--- src/rtl/rpi_board_rx.sv ---
// rtl/rpi_board_rx.sv - serial Connect-4 board receiver from the Raspberry Pi link
// Optional feature macro: RPI_RX_CHECKSUM_EN (trailer nibble must equal XOR of board nibbles)
module rpi_board_rx #(
  parameter int FRAME_BITS = 88,
  parameter int BOARD_BITS = 84
) (
  input  logic                  clk,
  input  logic                  reset,
  input  logic                  rpi_sclk,
  input  logic                  rpi_sdata,
  input  logic                  rpi_frame,
  output logic [BOARD_BITS-1:0] board,
  output logic                  board_valid,
  output logic                  frame_error,
  output logic                  rx_busy
);

  localparam int CELLS = BOARD_BITS / 2;
  localparam int NIBBLES = BOARD_BITS / 4;
  localparam logic [6:0] FULL = 7'(FRAME_BITS);

  typedef enum logic [1:0] {
    IDLE  = 2'd0,
    RECV  = 2'd1,
    CHECK = 2'd2,
    HOLD  = 2'd3
  } state_t;

  state_t state, state_next;

  logic sclk_s1, sclk_s2, sclk_s3;
  logic sdata_s1, sdata_s2;
  logic frame_s1, frame_s2, frame_s3;
  logic [1:0] fill;
  logic armed;
  logic sclk_rise, frame_rise, frame_fall;

  logic [FRAME_BITS-1:0] shreg;
  logic [6:0] count;
  logic overrun;
  logic frame_ok;

  // Two-flop synchronisers plus a third stage on sclk and frame for edge detection.
  // After reset the frame line is only armed once it has been seen low with real
  // samples, so the tail of a frame interrupted by reset is never mistaken for a start.
  always_ff @(posedge clk) begin
    if (!reset) begin
      sclk_s1  <= 1'b0;
      sclk_s2  <= 1'b0;
      sclk_s3  <= 1'b0;
      sdata_s1 <= 1'b0;
      sdata_s2 <= 1'b0;
      frame_s1 <= 1'b0;
      frame_s2 <= 1'b0;
      frame_s3 <= 1'b0;
      fill     <= 2'd0;
      armed    <= 1'b0;
    end else begin
      sclk_s1  <= rpi_sclk;
      sclk_s2  <= sclk_s1;
      sclk_s3  <= sclk_s2;
      sdata_s1 <= rpi_sdata;
      sdata_s2 <= sdata_s1;
      frame_s1 <= rpi_frame;
      frame_s2 <= frame_s1;
      frame_s3 <= frame_s2;
      if (fill != 2'd2) fill <= fill + 2'd1;
      if (fill == 2'd2 && !frame_s2) armed <= 1'b1;
    end
  end

  assign sclk_rise  = sclk_s2 & ~sclk_s3;
  assign frame_rise = frame_s2 & ~frame_s3 & armed;
  assign frame_fall = ~frame_s2 & frame_s3;

  // Frame validation: exact length, no illegal 2'b11 cell, optional trailer checksum.
  always_comb begin
    logic cells_ok;
    logic cks_ok;
    logic len_ok;
`ifdef RPI_RX_CHECKSUM_EN
    logic [3:0] cks;
`endif
    cells_ok = 1'b1;
    for (int c = 0; c < CELLS; c++) begin
      if (shreg[2*c +: 2] == 2'b11) cells_ok = 1'b0;
    end
    len_ok = (count == FULL) && !overrun;
`ifdef RPI_RX_CHECKSUM_EN
    cks = 4'd0;
    for (int n = 0; n < NIBBLES; n++) begin
      cks = cks ^ shreg[4*n +: 4];
    end
    cks_ok = (cks == shreg[FRAME_BITS-1 -: 4]);
`else
    cks_ok = 1'b1;
`endif
    frame_ok = cells_ok && len_ok && cks_ok;
  end

  // State register.
  always_ff @(posedge clk) begin
    if (!reset) state <= IDLE;
    else        state <= state_next;
  end

  // Next-state logic; a frame start during CHECK is deliberately ignored.
  always_comb begin
    state_next = state;
    case (state)
      IDLE:    if (frame_rise) state_next = RECV;
      RECV:    if (frame_fall) state_next = CHECK;
      CHECK:   state_next = frame_ok ? HOLD : IDLE;
      HOLD:    if (frame_rise) state_next = RECV;
      default: state_next = IDLE;
    endcase
  end

  // Status outputs decoded from state; board_valid drops the cycle RECV is entered.
  always_comb begin
    board_valid = 1'b0;
    rx_busy     = 1'b0;
    case (state)
      RECV:    rx_busy = 1'b1;
      CHECK:   rx_busy = 1'b1;
      HOLD:    board_valid = 1'b1;
      default: ;
    endcase
  end

  // Shift register, saturating bit counter, sticky error and board capture.
  // Bits arrive LSB first and enter at the top, so after exactly FRAME_BITS shifts
  // frame bit k sits at shreg[k]. Bits beyond FRAME_BITS only flag an overrun.
  always_ff @(posedge clk) begin
    if (!reset) begin
      shreg       <= '0;
      count       <= 7'd0;
      overrun     <= 1'b0;
      frame_error <= 1'b0;
      board       <= '0;
    end else begin
      case (state)
        IDLE, HOLD: begin
          if (frame_rise) begin
            shreg       <= '0;
            count       <= 7'd0;
            overrun     <= 1'b0;
            frame_error <= 1'b0;
          end
        end
        RECV: begin
          if (sclk_rise) begin
            if (count == FULL) begin
              overrun <= 1'b1;
            end else begin
              shreg <= {sdata_s2, shreg[FRAME_BITS-1:1]};
              count <= count + 7'd1;
            end
          end
        end
        CHECK: begin
          if (frame_ok) board <= shreg[BOARD_BITS-1:0];
          else          frame_error <= 1'b1;
        end
        default: ;
      endcase
    end
  end

endmodule

--- config.mk ---
export PLATFORM = sky130hd
export DESIGN_NAME = rpi_board_rx
export DESIGN_NICKNAME = d
export VERILOG_FILES = /design/src/rtl/rpi_board_rx.sv
export SDC_FILE = /design/constraint.sdc
export NUM_CORES = 1
export LEC_CHECK = 0
export BUFFER_PORTS_ARGS = -buffer_cell sky130_fd_sc_hd__buf_2
export CELL_PAD_IN_SITES_DETAIL_PLACEMENT = 1
export CELL_PAD_IN_SITES_GLOBAL_PLACEMENT = 1
export CORE_MARGIN = 3
export CORE_UTILIZATION = 48
export DETAILED_ROUTE_END_ITERATION = 8
export GPL_ROUTABILITY_DRIVEN = 1
export PLACE_DENSITY_LB_ADDON = 0.1
export SLEW_MARGIN = 20
export SYNTH_ARGS = -nofsm -noshare
export SYNTH_HDL_FRONTEND = slang
export SYNTH_SLANG_ARGS = --single-unit
--- constraint.sdc ---
create_clock -name clk -period 3.92 [get_ports clk]
set_input_delay 1.176 -clock clk [delete_from_list [all_inputs] [get_ports clk]]
set_output_delay 1.176 -clock clk [all_outputs]
set_load 0.005 [all_outputs]
==> metrics, run 1 <==
# H-tree levels=4; fill cell count=1,806; DIE HEIGHT=between 100 and 150 µm; fin crit period=roughly 2.8 ns; Final ANT Viol Nets=0; area of the core=between 15,000 and 20,000 µm²; Max rail drop VDD=0.3013 mV; die area=approximately 18,000 µm²; CP max stage delay=0.59 ns; Cell Area, Synth=approximately 7800 µm²; Setup crit end kind=register; GRT Total Usage=around 23%; Post-Syn Instances=830; CTS clk-pin slew, worst paths=0.07 ns; I/O Pins=92; EDFF count, synth=0; Worst Hold Path EP=sclk_s2; max_cap viols=0; first-pass detailed-route iteration total=5; GPL Wtd Cong=0.8853; Port Buffers=91; number of CTS-inserted buffers=17; Fmax achieved=between 300 and 400 MHz; Setup TNS=0 ns; Syn-to-layout area delta=15.00%; cells on worst reg2reg path=8; DR iter-0 viols=about 500; worst hold path type=register to register; slew of the pin with the lowest slew margin=~0.77 ns; Multi-input gate area=3576 µm²; share of cells above drive strength 1=14.87%; Congestion Overflow GR=0; RSZ-0062 raised after global routing=no; Synth Register Bits=slightly below 200; crit start category=register; Routed WL per cell=approximately 18 µm; DPL Wire Length=about 13,000 µm; Rows=45; Setup Buffers After CTS=0; Root Buffer=clkbuf_16; hold-fix buffer count after cts=0; Top FF cell, synth=dfxtp_1; vias in the first global route=~6,300; Initial Util=about half; worst-path cell chain=inv_1 > ha_1 > and4b_1 > nand3_1 > or4b_1 > nor4_4 > buf_4 > mux2i_1; DR vias=6,184; die extent in x=about 130 µm; initial antenna violation count=0; Post-route DRC=0; P_leak=about 0.0031 µW; period utilisation layout=between 70 and 80%; synth top area cells=dfxtp_1 (50%), mux2i_1 (11%), a22oi_1 (10%); Worst EP arrival=3.18 ns; final net count=900; register area=3884 µm²; Worst R2R Start=count[0]; Setup violations, final=0; largest net degree at the start of global routing=105; syn_nets=842; worst clock skew=0.01277 ns; CTS tree=done; flop-to-flop setup slack=1.07 ns; worst hold margin=0.4401 ns; Hold Startpoint=sclk_s1; Vias/cell=approximately 5.6; count of final hold-check violations=0; drt total wl=20,040 µm; Slew Limit Fails=0; Setup CP Type=register to register; asr flop ratio synth=0%; post-CTS sizing=0; clock buffer depth=2; PD cells=about 460 nW/µm²; area leader, netlist=dfxtp_1; worst hold path cell count=1; post-synth top area share=about half; n_diodes=0; outcome=finished, final reports clean; Slew HR=48.34%; CP required=between 4 and 5 ns; R2R Path End=board[53]; YS warnings=0; CP max-delay cell=or4b_1; largest fanout on the critical path=32; first-pass GRT wire length=33,080 µm; Cell variety after synth=40; Clock Latency Late Sink=~0.44 ns; clk sinks=around 190; syn_area_per_cell=9.348 µm²; sequential share of the synthesized area=between 50% and 60%
## per-layer routing
metal | vias to the layer above | track usage (%) | share of wire (%)
met2 | 110 | 38.69 | 49
met4 | 0 | 8.286 | 2.4
met3 | 28 | 4.192 | 2.9
li1 | 2970 | - | -
met5 | - | 0 | 0
met1 | 3076 | 29.56 | 46
## stage by stage
| step | cells | total power [µW] | worst slack [ns] | util [%] | area [µm²] |
|---|---|---|---|---|---|
| after floorplan | 830 | 2313 | 1.556 | - | 7759 |
| after global placement | 1080 | 2397 | 1.284 | 53.71 | 8317 |
| after detailed placement | 1080 | 2414 | 1.127 | 53.71 | 8317 |
| after CTS | 1112 | 4173 | 1.069 | 57.62 | 8922 |
| after global routing | 1112 | 4308 | 0.9181 | 57.62 | 8922 |
| final | 1112 | 4145 | 1.074 | 57.62 | 8922 |
## area by class of cell
type,count,share of cell area (%)
clock inverter,11,1.402
sequential,194,43.53
multi-input combinational,567,40.08
timing repair buffer,99,6.268
clock buffer,21,5.385
inverter,9,0.3786
tap,211,2.959
## sequential cells by signal, indices dropped and copies added, names as in the netlist
signal and cells:
state 2, shreg 88, armed 1, sclk_s1 1
sclk_s3 1, frame_s1 1, frame_s3 1, count 7
overrun 1, board 84, frame_s2 1, fill 2
frame_error 1, sclk_s2 1, sdata_s2 1, sdata_s1 1
## cells in the mapped netlist (2+ instances only)
library cell  count
xor2_1            2
and3_1            3
o21ai_0           5
dfxtp_1         194
xnor2_1           2
and2_1           10
clkbuf_1         51
nand3_1           5
nand4_1          11
buf_4             4
mux2i_1          84
a31oi_1           3
nor2b_1          91
nor4_1            2
nand2_1         201
nand3b_1          2
or4_1             3
nor2_1            9
o211ai_1          2
ha_1              7
a21oi_1           2
a22oi_1         106
nor3_1            2
buf_6             5
o31ai_1           2
inv_1             8
## critical path: cells and delay by family, from the launching register on
kind	cells	cell delay, ns
adders and majority gates	1	0.14
muxes	1	0.31
buffers and inverters	2	0.60
DFF	1	0.34
and+or+nand+nor	4	1.31
## cells by family after synthesis
kind of cell / count (synthesis) / synth area share [%]
xor gates and xnor gates: 4 / 0.4516
buffers and inverters: 69 / 4.015
AOI/OAI and AO/OA: 128 / 12.27
and+or+nand+nor: 344 / 21.24
adders and majority gates: 7 / 1.129
DFF: 194 / 50.06
muxes: 84 / 10.84
## where the power goes
group          switching [µW]  internal, µW
clock                     760          1010
combinational             269          96.7
sequential               15.7          1990
## worst max path at each step
| stage | start | to | slack [ns] | depth (start not counted) |
|---|---|---|---|---|
| 2_1_floorplan | count[0] | board[42] | 1.56 | 9 |
| 3_3_place_gp | count[0] | board[42] | 1.28 | 8 |
| 5_1_grt | count[0] | board[53] | 0.92 | 8 |
| 4_1_cts | count[0] | board[53] | 1.07 | 8 |
| 6_report | count[0] | board[53] | 1.07 | 8 |
| 3_5_place_dp | count[0] | board[49] | 1.13 | 8 |
## cells in the final DEF (no fill, tap or decap), types with 2 or more instances in the layout
master / instances
nand3_1: 5
xor2_1: 2
o211ai_1: 2
xnor2_1: 2
o31ai_1: 2
dfxtp_1: 194
nand3b_1: 2
nand2_1: 201
a31oi_1: 3
a21oi_1: 2
nor2b_1: 91
nor4_1: 2
buf_2: 90
clkinv_4: 2
buf_12: 3
nor2_1: 9
o21ai_0: 4
inv_1: 8
clkinvlp_4: 2
bufinv_16: 2
buf_4: 5
a22oi_1: 106
clkinv_2: 3
and2_1: 10
clkbuf_8: 4
mux2i_1: 84
nor3_1: 2
inv_6: 2
clkbuf_16: 17
nand4_1: 11
and3_1: 2
or4_1: 3
ha_1: 7
(Power assumes the default switching activity.)
==> run 2: changes to the inputs <==
- CORE_UTILIZATION: 48 -> 40
- clock period: 3.92 -> 2.6 ns (I/O delays scaled with it)
==> run 2 against run 1 <==
  * Sequential share of layout area is 2.3 points lower
  * Non-clock buffer count up 29
  * Worst hold slack got worse by 0.00094 ns
  * Sequential power up 51%
  * Register-to-register slack worse by 1.0 ns
  * Combinational power is 66% higher
  * Setup slack got worse by 1.0 ns
  * Clock skew fell by 0.0047 ns
  * Clock-buffer cell count up 2
  * Routed wire length grew 6.9%
  * Clock power is 51% higher
  * Critical path type unchanged
  * Critical endpoint is now board[40]
==> metrics, run 2 (synthesized netlist as in run 1, its figures left out) <==
Slew Limit Fails=0 (unchanged); R2R Path End=board[40]; PD cells=668.3 nW/µm² (+44%); DIE HEIGHT=145.3 µm (+9.1%); most frequent cells in the layout=nand2_1 (201), dfxtp_1 (192), a22oi_1 (105); Clock Latency Late Sink=0.43 ns (about the same); Worst Hold Path EP=sdata_s2; GRT Total Usage=19.87% (-3.1 points); Rows=50 (+11%); Slew HR=61.91% (+14 points); Multi-input gate area=3610 µm² (+0.94%); combinational share of power=9.6% (+0.8 points); Top Registers=shreg (88), board (84), count (7); period utilisation layout=98.79% (+26 points); DPL Wire Length=14,440 µm (+8.5%); clk sinks=194 (unchanged); worst-path cell chain=inv_2 > ha_4 > and4b_1 > nand3_2 > or4b_4 > nor4_4 > buf_6 > clkbuf_16 > mux2i_1; commonest non-fill, non-tap cell in the layout=nand2_1; Root Buffer=clkbuf_16; crit start category=register; count of final hold-check violations=0 (unchanged); Port Buffers=91 (unchanged); fin crit period=2.569 ns (-0.2773 ns); worst hold path type=register to register; CP required=2.95 ns (-1.31 ns); worst hold path cell count=1 (unchanged); Vias/cell=5.273 (-5.2%); P_leak=0.003357 µW (+6.9%); Clock power frac=42.4% (-0.3 points); share of cells above drive strength 1=18.17% (+3.3 points); number of CTS-inserted buffers=17 (unchanged); Routed WL per cell=18.00 µm (-0.11%); first-pass detailed-route iteration total=5 (unchanged); vias in the first global route=6,491 (+3.0%); DR vias=6,275 (+1.5%); I/O Pins=92 (unchanged); RSZ-0062 raised after global routing=yes; final net count=929 (+3.2%); largest fanout on the critical path=6 (-81%); Congestion Overflow GR=0 (unchanged); CP max stage delay=0.56 ns (-0.03 ns); worst clock skew=0.008050 ns (-0.004725 ns); Initial Util=41.07% (-9.0 points); Total Power=6305 µW (+52%); first-pass GRT wire length=34,470 µm (+4.2%); largest reg by FF count=shreg; Pint=4752 µW (+53%); worst hold margin=0.4392 ns (-0.0009350 ns); CTS clk-pin slew, worst paths=0.07 ns (about the same); Max rail drop VDD=0.4550 mV (+51%); n_diodes=0 (unchanged); slew of the pin with the lowest slew margin=0.5692 ns (-0.1976 ns); Syn-to-layout area delta=21.59%; CP max-delay cell=or4b_4; GPL Wtd Cong=0.8412 (-5.0%); Setup violations, final=0 (unchanged); share of power burned in registers=48.0% (-0.4 points); sw frac=24.64% (-0.58 points); register area=3889 µm² (+0.13%); max_cap viols=0 (unchanged); cells on worst reg2reg path=9 (+1); Worst EP arrival=2.92 ns (-0.26 ns); largest net degree at the start of global routing=95 (-9.5%); DR iter-0 viols=437 (-13%); Worst R2R Start=count[1]; Post-route DRC=0 (unchanged); Final ANT Viol Nets=0 (unchanged); max reg flops=88 (unchanged); clock buffer depth=2 (unchanged); area of the core=18,890 µm² (+22%); Fmax achieved=389.3 MHz (+11%); Setup CP Type=register to register; die extent in x=145.3 µm (+9.1%); fill cell count=2,169 (+20%); die area=21,100 µm² (+19%); CTS tree=done; # H-tree levels=4 (unchanged); Setup crit end kind=register; flop-to-flop setup slack=0.03 ns (-1.04 ns); drt total wl=21,420 µm (+6.9%); Hold Startpoint=sdata_s1; hold-fix buffer count after cts=0 (unchanged); Psw=1553 µW (+49%); initial antenna violation count=0 (unchanged); outcome=finished, final reports clean
[run 2: cell types whose count changed in the layout (fill, tap and decap cells not counted), moves of 2 or more]
| cell | previous run | this run |
|---|---|---|
| buf_4 | 5 | 18 |
| buf_12 | 3 | 8 |
| clkbuf_1 | 0 | 4 |
| clkbuf_16 | 17 | 21 |
| buf_6 | 1 | 4 |
| buf_16 | 0 | 2 |
| buf_8 | 0 | 2 |
| clkbuf_8 | 4 | 2 |
| dfxtp_1 | 194 | 192 |
| inv_1 | 8 | 6 |
| inv_6 | 2 | 0 |
| mux2i_1 | 84 | 82 |
| mux2i_2 | 0 | 2 |
[run 2: routing by layer]
| metal | vias to the layer above | track usage [%] | share of wire (%) |
|---|---|---|---|
| met3 | 27 | 3.529 | 3.5 |
| met4 | 0 | 6.315 | 2.1 |
| li1 | 3033 | - | - |
| met1 | 3080 | 25.74 | 46 |
| met5 | - | 0 | 0 |
| met2 | 135 | 33.72 | 49 |
[run 2: power groups by stage]
stage / sequential (µW) / clock (µW) / combinational [µW]
finish: 3030 / 2670 / 606
global route: 3030 / 2870 / 664
CTS: 3030 / 2740 / 605
detailed placement: 3100 / 0 / 600
global placement: 3090 / 0 / 577
floorplan: 3090 / 0 / 398
[run 2: final cells by class]
type	count	area share, %
sequential	194	41.22
multi-input combinational	567	38.26
timing repair buffer	128	10.34
clock buffer	23	4.960
tap	260	3.448
clock inverter	9	1.379
inverter	9	0.3846
[run 2: worst max path at each step]
stage | start | end | slack (ns)
4_1_cts | state[0] | board[38] | 0.08
5_1_grt | count[1] | board[45] | -0.08
3_5_place_dp | count[0] | board[72] | -0.05
6_report | count[1] | board[40] | 0.03
3_3_place_gp | count[0] | board[13] | 0.07
2_1_floorplan | count[0] | board[42] | 0.24
[run 2: per-stage QoR]
step	area, µm²	utilization (%)	instances	worst slack, ns	setup TNS [ns]
global route	9434	49.93	1190	-0.08228	-1.933
finish	9434	49.93	1190	0.03148	0
global placement	8583	45.43	1148	0.07260	0
CTS	9230	48.85	1181	0.07947	0
floorplan	7759	-	830	0.2362	0
detailed placement	8583	45.43	1148	-0.05001	-0.1525
[run 2: worst max-delay path: cells and delay by family, from the launching register on]
kind / cells / cell delay (ns)
and+or+nand+nor: 4 / 1.32
buffers and inverters: 3 / 0.52
DFF: 1 / 0.34
muxes: 1 / 0.19
adders and majority gates: 1 / 0.12
[run 2: repair_timing]
| item | in CTS | in global routing |
|---|---|---|
| buffers inserted | 0 | 3 |
| pin swaps | 1 | 4 |
| resized for setup | 4 | 22 |
| endpoints found under the setup margin | 83 | 43 |
| gates cloned | 1 | 6 |
==> run 3: changes to the inputs <==
--- a/config.mk
+++ b/config.mk
@@ -7,3 +7,2 @@
 export LEC_CHECK = 0
-export BUFFER_PORTS_ARGS = -buffer_cell sky130_fd_sc_hd__buf_2
 export CELL_PAD_IN_SITES_DETAIL_PLACEMENT = 1
@@ -11,6 +10,8 @@
 export CORE_MARGIN = 3
-export CORE_UTILIZATION = 40
+export CORE_UTILIZATION = 44
 export DETAILED_ROUTE_END_ITERATION = 8
+export DONT_BUFFER_PORTS = 1
 export GPL_ROUTABILITY_DRIVEN = 1
 export PLACE_DENSITY_LB_ADDON = 0.1
+export RECOVER_POWER = 25
 export SLEW_MARGIN = 20
--- a/constraint.sdc
+++ b/constraint.sdc
@@ -3,2 +3,2 @@
 set_output_delay 0.78 -clock clk [all_outputs]
-set_load 0.005 [all_outputs]
+set_load 0.05 [all_outputs]
==> run 3 against run 2 <==
  * Global-route usage is 0.51 points higher
  * Combinational power is 10% lower
  * Clock power is 6% higher
  * Sequential cell count stayed put
  * Clock-buffer cell count stayed put
  * Non-clock buffer count is 108 lower
  * Setup slack better by 0.11 ns
==> metrics, run 3 (synthesized netlist as in run 1, its figures left out) <==
clk sinks=194 (unchanged); fill cell count=1,940 (-11%); Post-route DRC=0 (unchanged); outcome=finished, final reports clean; Max rail drop VDD=0.4511 mV (-0.86%); worst hold path type=register to register; drt total wl=20,090 µm (-6.2%); fin crit period=2.462 ns (-0.1063 ns); max_cap viols=0 (unchanged); most frequent cells in the layout=nand2_1 (201), dfxtp_1 (194), a22oi_1 (106); slew of the pin with the lowest slew margin=0.7690 ns (+0.1998 ns); I/O Pins=92 (unchanged); Slew HR=48.19% (-14 points); Setup violations, final=0 (unchanged); max reg flops=88 (unchanged); DPL Wire Length=13,050 µm (-9.6%); worst-path cell chain=a22oi_1 > nand4_1 > or4_1 > nor4_4 > buf_6 > buf_16 > mux2i_2; # H-tree levels=4 (unchanged); Initial Util=45.81% (+4.7 points); Syn-to-layout area delta=12.34%; Total Power=6407 µW (+1.6%); period utilisation layout=94.70% (-4.1 points); share of cells above drive strength 1=7.421% (-11 points); Port Buffers=0 (-100%); DIE HEIGHT=138.8 µm (-4.5%); die area=19,260 µm² (-8.7%); PD cells=735.1 nW/µm² (+10%); Root Buffer=clkbuf_16; vias in the first global route=6,014 (-7.3%); clock buffer depth=2 (unchanged); first-pass GRT wire length=32,430 µm (-5.9%); CTS clk-pin slew, worst paths=0.07 ns (about the same); commonest non-fill, non-tap cell in the layout=nand2_1; Slew Limit Fails=0 (unchanged); Final ANT Viol Nets=0 (unchanged); area of the core=16,940 µm² (-10%); Worst EP arrival=2.82 ns (-0.10 ns); kind of cell adding the most delay to the critical path=simple AND/OR/NAND/NOR gates; Worst R2R Start=shreg[38]; Critical Path Start=shreg[38]; Top Registers=shreg (88), board (84), count (7); CP required=2.95 ns (about the same); die extent in x=138.8 µm (-4.5%); Hold Startpoint=sdata_s1; CP max stage delay=0.57 ns (about the same); Post-Place Cells=1,006 (-12%); Setup crit end kind=register; Clock Latency Late Sink=0.43 ns (about the same); CTS tree=done; n_diodes=0 (unchanged); first-pass detailed-route iteration total=7 (+2); largest net degree at the start of global routing=277 (+190%); final net count=821 (-12%); fin cells=1,042 (-12%); GPL Wtd Cong=0.8706 (+3.5%); largest reg by FF count=shreg; largest fanout on the critical path=14 (+8); initial antenna violation count=0 (unchanged); Fmax achieved=406.1 MHz (+4.3%); DR iter-0 viols=423 (-3.2%); DR vias=5,849 (-6.8%); CP max-delay cell=or4_1; count of final hold-check violations=0 (unchanged); RSZ-0062 raised after global routing=no; Vias/cell=5.613 (+6.5%); GRT Total Usage=20.37% (+0.51 points); worst clock skew=0.01005 ns (+0.001997 ns); Setup CP Type=register to register; number of CTS-inserted buffers=17 (unchanged); Rows=47 (-6.0%); crit start category=register; Buf/Inv on CP=2 (-1); Congestion Overflow GR=0 (unchanged); Routed WL per cell=19.28 µm (+7.1%); P_leak=0.002752 µW (-18%)
## run 3: timing repair
item	in CTS	in global routing
cloned	1	2
setup endpoints to repair	70	71
gates resized for setup	4	7
hold buffers	0	0
buffers inserted	1	0
pin swaps	1	1
## run 3: path summary, 6_finish.rpt
check,endpoint,cells past startpoint,slack (ns)
worst min-delay path,sdata_s2,1,0.43
worst min register to register,sdata_s2,1,0.43
worst max register to register,board[39],7,0.14
worst max-delay path,board[39],7,0.14
## run 3: cell type report
type	count	area (µm²)	area share [%]
Sequential cell	194	3884	44.56
Multi-Input combinational cell	567	3602	41.33
Clock buffer	23	508.0	5.828
Tap cell	220	275.3	3.158
Timing Repair Buffer	20	270.3	3.101
Clock inverter	9	142.6	1.637
Inverter	9	33.78	0.3876
## run 3: layer usage
metal / share of wire [%] / up-vias / track usage (%)
met4: 1.6 / 0 / 6.334
met2: 49 / 117 / 33.44
met5: 0 / - / 0
met1: 45 / 2893 / 26.53
li1: - / 2813 / -
met3: 4.9 / 26 / 5.103
## run 3: where the power goes
| part | switching, µW | total, µW | internal [µW] |
|---|---|---|---|
| registers | 36.2 | 3040 | 3000 |
| clock network | 1140 | 2820 | 1680 |
| logic | 380 | 544 | 164 |
| total | 1560 | 6410 | 4850 |
## run 3: through the flow
stage | setup WS (ns) | setup TNS (ns) | hold slack (ns) | cell area (µm²) | util, %
2_1_floorplan | 0.2362 | 0 | 0.4119 | 7759 | -
3_3_place_gp | 0.05091 | 0 | 0.4173 | 7939 | 46.88
3_5_place_dp | -0.05382 | -0.6988 | 0.4217 | 7939 | 46.88
4_1_cts | 0.009740 | 0 | 0.4387 | 8638 | 51.00
5_1_grt | 0.01265 | 0 | 0.4585 | 8716 | 51.46
6_report | 0.1377 | 0 | 0.4342 | 8716 | 51.46
